$ cat config.mk
export PLATFORM = sky130hd
export DESIGN_NAME = uart_rx_deframer
export DESIGN_NICKNAME = d
export VERILOG_FILES = /design/src/rtl/uart_rx_deframer.sv
export SDC_FILE = /design/constraint.sdc
export NUM_CORES = 1
export LEC_CHECK = 0
export BUFFER_PORTS_ARGS = -buffer_cell sky130_fd_sc_hd__buf_4
export CAP_MARGIN = 15
export CORE_MARGIN = 2
export CORE_UTILIZATION = 35
export DETAILED_ROUTE_END_ITERATION = 16
export RECOVER_POWER = 25
export SLEW_MARGIN = 40
export SYNTH_ARGS = -nofsm -noshare
export SYNTH_HDL_FRONTEND = slang
export SYNTH_SLANG_ARGS = --single-unit
$ cat constraint.sdc
create_clock -name clk -period 2.6 [get_ports clk]
set_input_delay 0.26 -clock clk [delete_from_list [all_inputs] [get_ports clk]]
set_output_delay 0.26 -clock clk [all_outputs]
set_load 0.03 [all_outputs]
$ cat src/rtl/uart_rx_deframer.sv
// uart_rx_deframer
//   Serial receive front end: turns the asynchronous 8N1 rs232_rx line into one
//   parallel byte per valid frame, with a one-cycle valid strobe. Flags framing
//   errors (stop bit low) and rejects short low glitches on the start bit.
//
// Parameters
//   CLK_FREQ      system clock frequency in Hz
//   BAUD          line rate in bit/s
//
// Ports
//   clk           system clock, rising edge
//   rst_n         asynchronous active-low reset
//   rs232_rx      serial line, idle high, asynchronous to clk
//   rx_data       last correctly received byte (LSB first on the line)
//   rx_valid      one-cycle pulse: rx_data updated this cycle
//   rx_frame_err  one-cycle pulse: stop bit sampled low
//   rx_busy       high from start-edge detect until return to IDLE
module uart_rx_deframer #(
    parameter int CLK_FREQ = 50_000_000,
    parameter int BAUD     = 9600
) (
    input  logic       clk,
    input  logic       rst_n,
    input  logic       rs232_rx,
    output logic [7:0] rx_data,
    output logic       rx_valid,
    output logic       rx_frame_err,
    output logic       rx_busy
);

    localparam int BAUD_CNT = CLK_FREQ / BAUD;
    localparam int HALF_CNT = BAUD_CNT / 2;
    localparam int CW       = $clog2(BAUD_CNT);

    localparam logic [CW-1:0] BIT_LAST  = CW'(BAUD_CNT - 1);
    localparam logic [CW-1:0] HALF_LAST = CW'(HALF_CNT - 1);

    typedef enum logic [2:0] {IDLE, START, DATA, STOP, BREAK} state_t;

    state_t        state;
    logic          s1, s2, s3;
    logic [2:0]    sync_vld;
    logic [CW-1:0] cnt;
    logic [2:0]    bit_idx;
    logic [7:0]    shift;
    logic          fall;

    // The sync FFs come out of reset high, which would fake a 1->0 edge if the
    // line is held low across reset. sync_vld marks which stages hold a real
    // line sample; an edge only counts once s3 is a genuine high sample.
    always_ff @(posedge clk or negedge rst_n) begin
        if (!rst_n) begin
            s1       <= 1'b1;
            s2       <= 1'b1;
            s3       <= 1'b1;
            sync_vld <= '0;
        end else begin
            s1       <= rs232_rx;
            s2       <= s1;
            s3       <= s2;
            sync_vld <= {sync_vld[1:0], 1'b1};
        end
    end

    assign fall = sync_vld[2] & s3 & ~s2;

    always_ff @(posedge clk or negedge rst_n) begin
        if (!rst_n) begin
            state        <= IDLE;
            cnt          <= '0;
            bit_idx      <= '0;
            shift        <= '0;
            rx_data      <= '0;
            rx_valid     <= 1'b0;
            rx_frame_err <= 1'b0;
            rx_busy      <= 1'b0;
        end else begin
            rx_valid     <= 1'b0;
            rx_frame_err <= 1'b0;
            case (state)
                IDLE: begin
                    cnt     <= '0;
                    bit_idx <= '0;
                    if (fall) begin
                        state   <= START;
                        rx_busy <= 1'b1;
                    end
                end
                // Half a bit in: a line back high means a glitch, not a start bit.
                // Otherwise restart the counter so later samples land mid-bit.
                START: begin
                    if (cnt == HALF_LAST) begin
                        cnt <= '0;
                        if (s2) begin
                            state   <= IDLE;
                            rx_busy <= 1'b0;
                        end else begin
                            state <= DATA;
                        end
                    end else begin
                        cnt <= cnt + 1'b1;
                    end
                end
                DATA: begin
                    if (cnt == BIT_LAST) begin
                        cnt            <= '0;
                        shift[bit_idx] <= s2;
                        if (bit_idx == 3'd7) state <= STOP;
                        else                 bit_idx <= bit_idx + 1'b1;
                    end else begin
                        cnt <= cnt + 1'b1;
                    end
                end
                // Leaving at mid-stop-bit lets a back-to-back start edge be caught.
                STOP: begin
                    if (cnt == BIT_LAST) begin
                        cnt <= '0;
                        if (s2) begin
                            rx_data  <= shift;
                            rx_valid <= 1'b1;
                            rx_busy  <= 1'b0;
                            state    <= IDLE;
                        end else begin
                            rx_frame_err <= 1'b1;
                            state        <= BREAK;
                        end
                    end else begin
                        cnt <= cnt + 1'b1;
                    end
                end
                // Line stuck low after a bad stop bit: no new frame until it is high.
                BREAK: begin
                    cnt <= '0;
                    if (s2) begin
                        state   <= IDLE;
                        rx_busy <= 1'b0;
                    end
                end
                default: begin
                    state   <= IDLE;
                    rx_busy <= 1'b0;
                end
            endcase
        end
    end

endmodule

## Word-level counts from Yosys, hierarchy flattened

Cells that the tools add are included.

| word-level totals | value |
|---|---|
| output and inout bits | 11 |
| register bits | 44 |
| input bits | 3 |

| operators by class | value |
|---|---|
| magnitude comparators | 2 |
| equality and inequality tests | 14 |
| reductions and logical operators | 11 |
| add/sub/neg operators | 2 |
| bitwise gates (word level) | 4 |
| multiplexer cells | 29 |

Operators with widths:

| operator | count |
|---|---|
| one-hot mux 13 bit (3 select lines) | 1 |
| two-way mux 3 bit | 9 |
| two-way mux 13 bit | 2 |
| one-hot mux 3 bit (5 select lines) | 1 |
| inequality test 2 bit, second input constant | 7 |
| adder 13 x 1 -> 13 bit, second input constant | 1 |
| == test 13 x 12 -> 1 bit, second input constant | 1 |
| == test 13 bit, second input constant | 1 |
| two-way mux 1 bit | 11 |
| bitwise mux 8 bit | 1 |
| == test 3 x 2 -> 1 bit, second input constant | 2 |
| == test 3 bit, second input constant | 2 |
| one-hot mux 3 bit (2 select lines) | 1 |
| AND reduction 3 bit | 2 |
| AND reduction 6 bit | 1 |
| one-hot mux 1 bit (5 select lines) | 1 |
| < comparator 3 x 4 -> 1 bit, second input constant | 1 |
| AND reduction 4 bit | 1 |
| OR reduction 2 bit | 2 |
| adder 3 x 1 -> 3 bit, second input constant | 1 |
| demux 1 bit (select 3 bit) | 1 |
| == test 3 x 1 -> 1 bit, second input constant | 1 |
| >= comparator 3 x 1 -> 1 bit, second input constant | 1 |
| zero test 3 bit | 1 |
| other kinds (7) | 9 |

## Longest topological paths before layout

| logic depth | value |
|---|---|
| depth after elaboration | 5 |
| mapped depth | 6 |
| depth with buffers taken out | 5 |

## Worst setup path after synthesis

OpenSTA, ideal clock, no wires.

| path | value |
|---|---|
| path kind | flip-flop to flip-flop |
| start point | register cnt[0] |
| end point | register rx_busy |
| slack | 0.411 ns |
| stages on the path, launching flop included | 7 |
| library setup time | 0.121 ns |
| buffers on the path | 1 |
| required time | 2.479 ns |
| data arrival time | 2.068 ns |
| cell sequence | dfrtp_1 ha_1 or3b_1 or4_1 buf_2 o311a_1 a22o_1 |

| on the way | value |
|---|---|
| longest elaborated chain between the ends | 3 |
| elaborated cells between the ends (all ways) | 5 |
| classes of those cells | eq/ne: 4; reduce/logical: 1 |

Ends and longest elaborated chain:

| element | line | source |
|---|---|---|
| from (decl) | 43 | `logic [CW-1:0] cnt;` |
| from (signal assigned) | 101 | `cnt <= cnt + 1'b1;` |
| from (signal assigned) | 111 | `cnt <= cnt + 1'b1;` |
| from (signal assigned) | 128 | `cnt <= cnt + 1'b1;` |
| == test 13 bit / == test 13 x 12 -> 1 bit (equally long branches) | 116, 92 |  |
| inequality test 2 bit (no line) | -- |  |
| AND reduction 4 bit (no line) (*) | -- |  |
| to (signal assigned) | 121 | `rx_busy <= 1'b0;` |
| to (signal assigned) | 136 | `rx_busy <= 1'b0;` |
| to (signal assigned) | 141 | `rx_busy <= 1'b0;` |
| to (decl) | 28 | `output logic rx_busy` |

Every way passes the cells marked *; elsewhere a longest branch is shown, timed or not.
A chain may end at the register's enable or synchronous reset.

## Final worst setup path

Same ends and word-level chain as after synthesis.

==> results by stage <==
Logic synthesis:
- The number of synthesized flops with an enable pin is 0.
- The share of synthesized registers carrying an async set or reset is 100.0%.
- The yosys synthesis warning count is 0.
- The synthesized netlist devotes 9.384% of its cell area to compound gates.
- The arithmetic-cell share of the synthesized area counting full adders, half adders and majority gates is 1.760%.
- The share of synthesized area occupied by flip-flops and latches is 51.79%.
- Dividing the synthesized area by the synthesized cell count gives 11.11 sq um.
- The number of synthesized register bits is 44.
- The share of cell area taken by muxes after synthesis is 10.50%.
- When the netlist entered floorplanning its net count stood at 198.
- The combinational family with the most area after synthesis is simple AND/OR/NAND/NOR gates.
- After Yosys synthesis, XOR and XNOR cells account for 2.463% of the synthesized area.
- The most used flip-flop cell after synthesis is dfrtp_1.
- In the synthesized netlist, the number of instances is 192.
- After synthesis, the netlist uses 47 different library cells.
- The mapped cell area is 0.002133 sq mm.
- Of the total synthesized cell area, the portion taken by AND, OR, NAND and NOR gates is 21.94%.

Floorplanning:
- In this run the vertical extent of the chip is 82.07 um.
- The die is 82.07 um wide.
- The placeable core area is 0.005921 sq mm.
- The die footprint is 0.006735 sq mm.
- After floorplanning, the core was divided into 28 placement rows.
- The initial standard-cell utilization of the core is 36.03%.
- The top-level I/O count is 14.

Pwr:
- In this run the static leakage power is 1.131 nW.
- Power spread over the standard cell area amounts to 609.5 mW/mm^2.
- The worst-case vdd ir drop is 0.3032 mV.

Global route:
- The first global-routing pass estimated 6969 um of wire.
- The number of antenna violations at the first check in global routing is 0.
- The maximum number of pins on one net before global-route repair is 45.
- Summed over all layers, the global routing overflow is 0.
- The number of global-route vias before repair is 1,472.
- The global-route total usage across every layer is 13.85%.

Timing:
- Based on the critical path, the design can be clocked at up to 420.5 MHz.
- The clock arrives with 7.509 ps of skew.
- Setup repair after global routing left no endpoint under its margin.
- The headroom to the max-slew limit is 27.81%.
- The total count of hold-check failures in the final report was 0.
- The sum of negative setup slack is 0 ps.
- The pin slew with the least headroom to its limit is 1083 ps.
- For the finished layout, the period the worst path requires is 2378 ps.
- The post-route worst hold slack is 58.63 ps.
- Dividing the final minimum period by the clock period gives 91.46%.
- The number of max-slew violations in the final report is 0.
- Setup violations remaining at the end of the flow were counted as 0.

Status:
- The run finished with clean final reports.

Route:
- The pre-antenna-repair detailed-routing pass consisted of 4 iterations.
- In this run, the number of DRC markers left after iteration 0 of detailed routing was 69.
- The number of antenna-violating nets in the routed design is 0.
- The final routed wire length divided by cell count is 14.22 um.
- In the routed layout, each cell is associated on average with a via count of 5.274.
- The routed wire length on met2 is 1967 um.
- Summing over every cut layer, the via total after detailed routing is 1,519.
- Routed signal wires occupy layers up through met4.
- The aggregate routed wire length is 4094 um.
- After detailed routing, the wire length on met1 is 1933 um.
- For this run, design rule violations remaining after detail routing come to 0.
- The sum of met3 wire segment lengths after detailed routing is 140 um.

Place:
- The number of placed instances, taps included is 278.
- The weighted congestion at the end of routability-driven global placement is 0.7378.
- Input and output buffers added on the ports amount to 13.
- Summed over all nets, the half-perimeter wirelength after detailed placement is 2734 um.

Clock network:
- The H-tree depth reported by CTS is 2.
- The clock reaches the later pin of the worst-skew pair after 300 ps.
- The clock transition at the registers of the reported paths is 80 ps.
- The root buffer cell chosen for the clock tree is clkbuf_8.
- The number of buffers on the longest clock path is 2.
- Counting the buffers created by CTS gives 5.
- Counting every sink on the clock net gives 44.
- TritonCTS built the clock tree.
- In this run, post-CTS repair resized a total of 0 instances.

Finish:
- Measured on the finished design, the core utilization comes to 41.86%.
- For this run, the post-layout net count is 218.
- The layout has 571 filler cells.
- The library cells used most frequently in the layout, excluding fill and tap cells, are 41 x dfrtp_1, 19 x mux2_2, 19 x buf_4, 14 x nand2_1, 10 x nand3_1.
- The most common cell after layout, fill and taps aside is dfrtp_1.
- Leaving out filler cells and counting taps, the final layout contains 288.
- The number of diodes is 0.
- The proportion of layout cells with a drive suffix above 1 is 25.35%.
- Relative to the synthesized area, the layout overhead comes to 16.19%.

Worst setup path:
- Data on the critical path is required at its endpoint by 2800 ps.
- The worst setup path is captured at a flop.
- The data arrival time at the worst-slack endpoint is 2580 ps.
- The worst setup path is launched from a flop.
- The worst setup path is of the flop to flop kind.
- The maximum net fanout on the critical path is 7.

Job:
- Across the run, the number of max-cap violations was 0.

Min path:
- The min-delay analysis places its worst path in the category input pin to flop.
==> report_power, final <==
part / switching [W] / total, W / leakage (nW) / internal, W
logic: 0.0000721 / 0.000148 / 0.493 / 0.0000761
clock network: 0.000245 / 0.000559 / 0.0614 / 0.000314
registers: 0.0000707 / 0.000803 / 0.577 / 0.000733
==> cells by family (layout without fill, tap and decap cells) <==
family	count (synthesis)	after routing
flip-flops	44	44
AND/OR/NAND/NOR	80	80
buffers and inverters	11	32
AO/OA/AOI/OAI	27	27
XOR/XNOR	6	6
adder cells (fa/ha/maj)	3	3
multiplexers	20	20
other	1	1
==> critical path, cell delays in order (launching register included) <==
cell and delay (ps):
dfrtp_1 410, ha_1 230, or3b_1 380, or4_1 710
o311a_1 350, a22o_1 200
==> area by class of cell <==
cell class | count | area, sq um | area share [%]
Clock buffer | 6 | 82.58 | 3.332
Clock inverter | 2 | 38.79 | 1.565
Inverter | 2 | 7.507 | 0.3029
Multi-Input combinational cell | 137 | 985.9 | 39.78
Sequential cell | 44 | 1105 | 44.57
Tap cell | 75 | 93.84 | 3.786
Timing Repair Buffer | 22 | 165.2 | 6.663
==> cells in the mapped netlist, types with 2 or more instances <==
library cell | count | share of area [%]
dfrtp_1 | 41 | 48
mux2_2 | 19 | 10
nand2_1 | 14 | 2.5
nand3_1 | 10 | 2.3
nor2_1 | 9 | 1.6
nor3_1 | 8 | 1.9
clkbuf_1 | 7 | 1.2
a21oi_1 | 6 | 1.4
xor2_1 | 6 | 2.5
nand2b_1 | 5 | 1.5
o21ai_0 | 5 | 1.2
nor2b_1 | 4 | 1.2
or3_1 | 4 | 1.2
a22o_1 | 3 | 1.2
and3_1 | 3 | 0.88
dfstp_2 | 3 | 3.7
ha_1 | 3 | 1.8
nand4_1 | 3 | 0.88
nor4_1 | 3 | 0.88
o31ai_1 | 3 | 1.1
or4_1 | 3 | 1.1
a31oi_1 | 2 | 0.59
and4_1 | 2 | 0.82
inv_1 | 2 | 0.35
o21a_1 | 2 | 0.70
==> path summary, 6_finish.rpt <==
kind                             startpoint           to  slack (ps)  depth (start not counted)
max in group asynchronous             rst_n       cnt[5]        1240                          2
min in group asynchronous             rst_n       cnt[3]         680                          2
worst max register to register       cnt[0]      rx_busy         220                          5
worst min-delay path               rs232_rx           s1          60                          1
worst min register to register  sync_vld[1]  sync_vld[2]         350                          0
worst max-delay path                 cnt[0]      rx_busy         220                          5
==> routing by layer <==
metal | GRT usage (%) | up-vias
li1 | - | 748
met1 | 17.70 | 748
met2 | 22.11 | 16
met3 | 4.615 | 7
met4 | 4.500 | 0
met5 | 0 | -
==> registers in the layout (all words and copies together) (netlist names) <==
signal,flops
cnt,13
rx_data,8
shift,8
bit_idx,3
state,3
sync_vld,3
rx_busy,1
rx_frame_err,1
rx_valid,1
s1,1
s2,1
s3,1
==> timing repair <==
action,CTS,global route
hold buffers,1,0
buffers inserted,0,1
setup endpoints to repair,0,3
endpoints found under the hold margin,41,0
==> metrics by stage <==
stage | total power, W | setup slack [ps] | cell area [sq um]
global route | 0.001593 | 117.5 | 2479
CTS | 0.001533 | 121.7 | 2474
finish | 0.001511 | 222.0 | 2479
floorplan | 0.0009156 | 411.2 | 2133
detailed placement | 0.0009646 | 164.5 | 2342
global placement | 0.0009627 | 204.1 | 2342
Note: power is estimated with default switching activity, not from simulation.
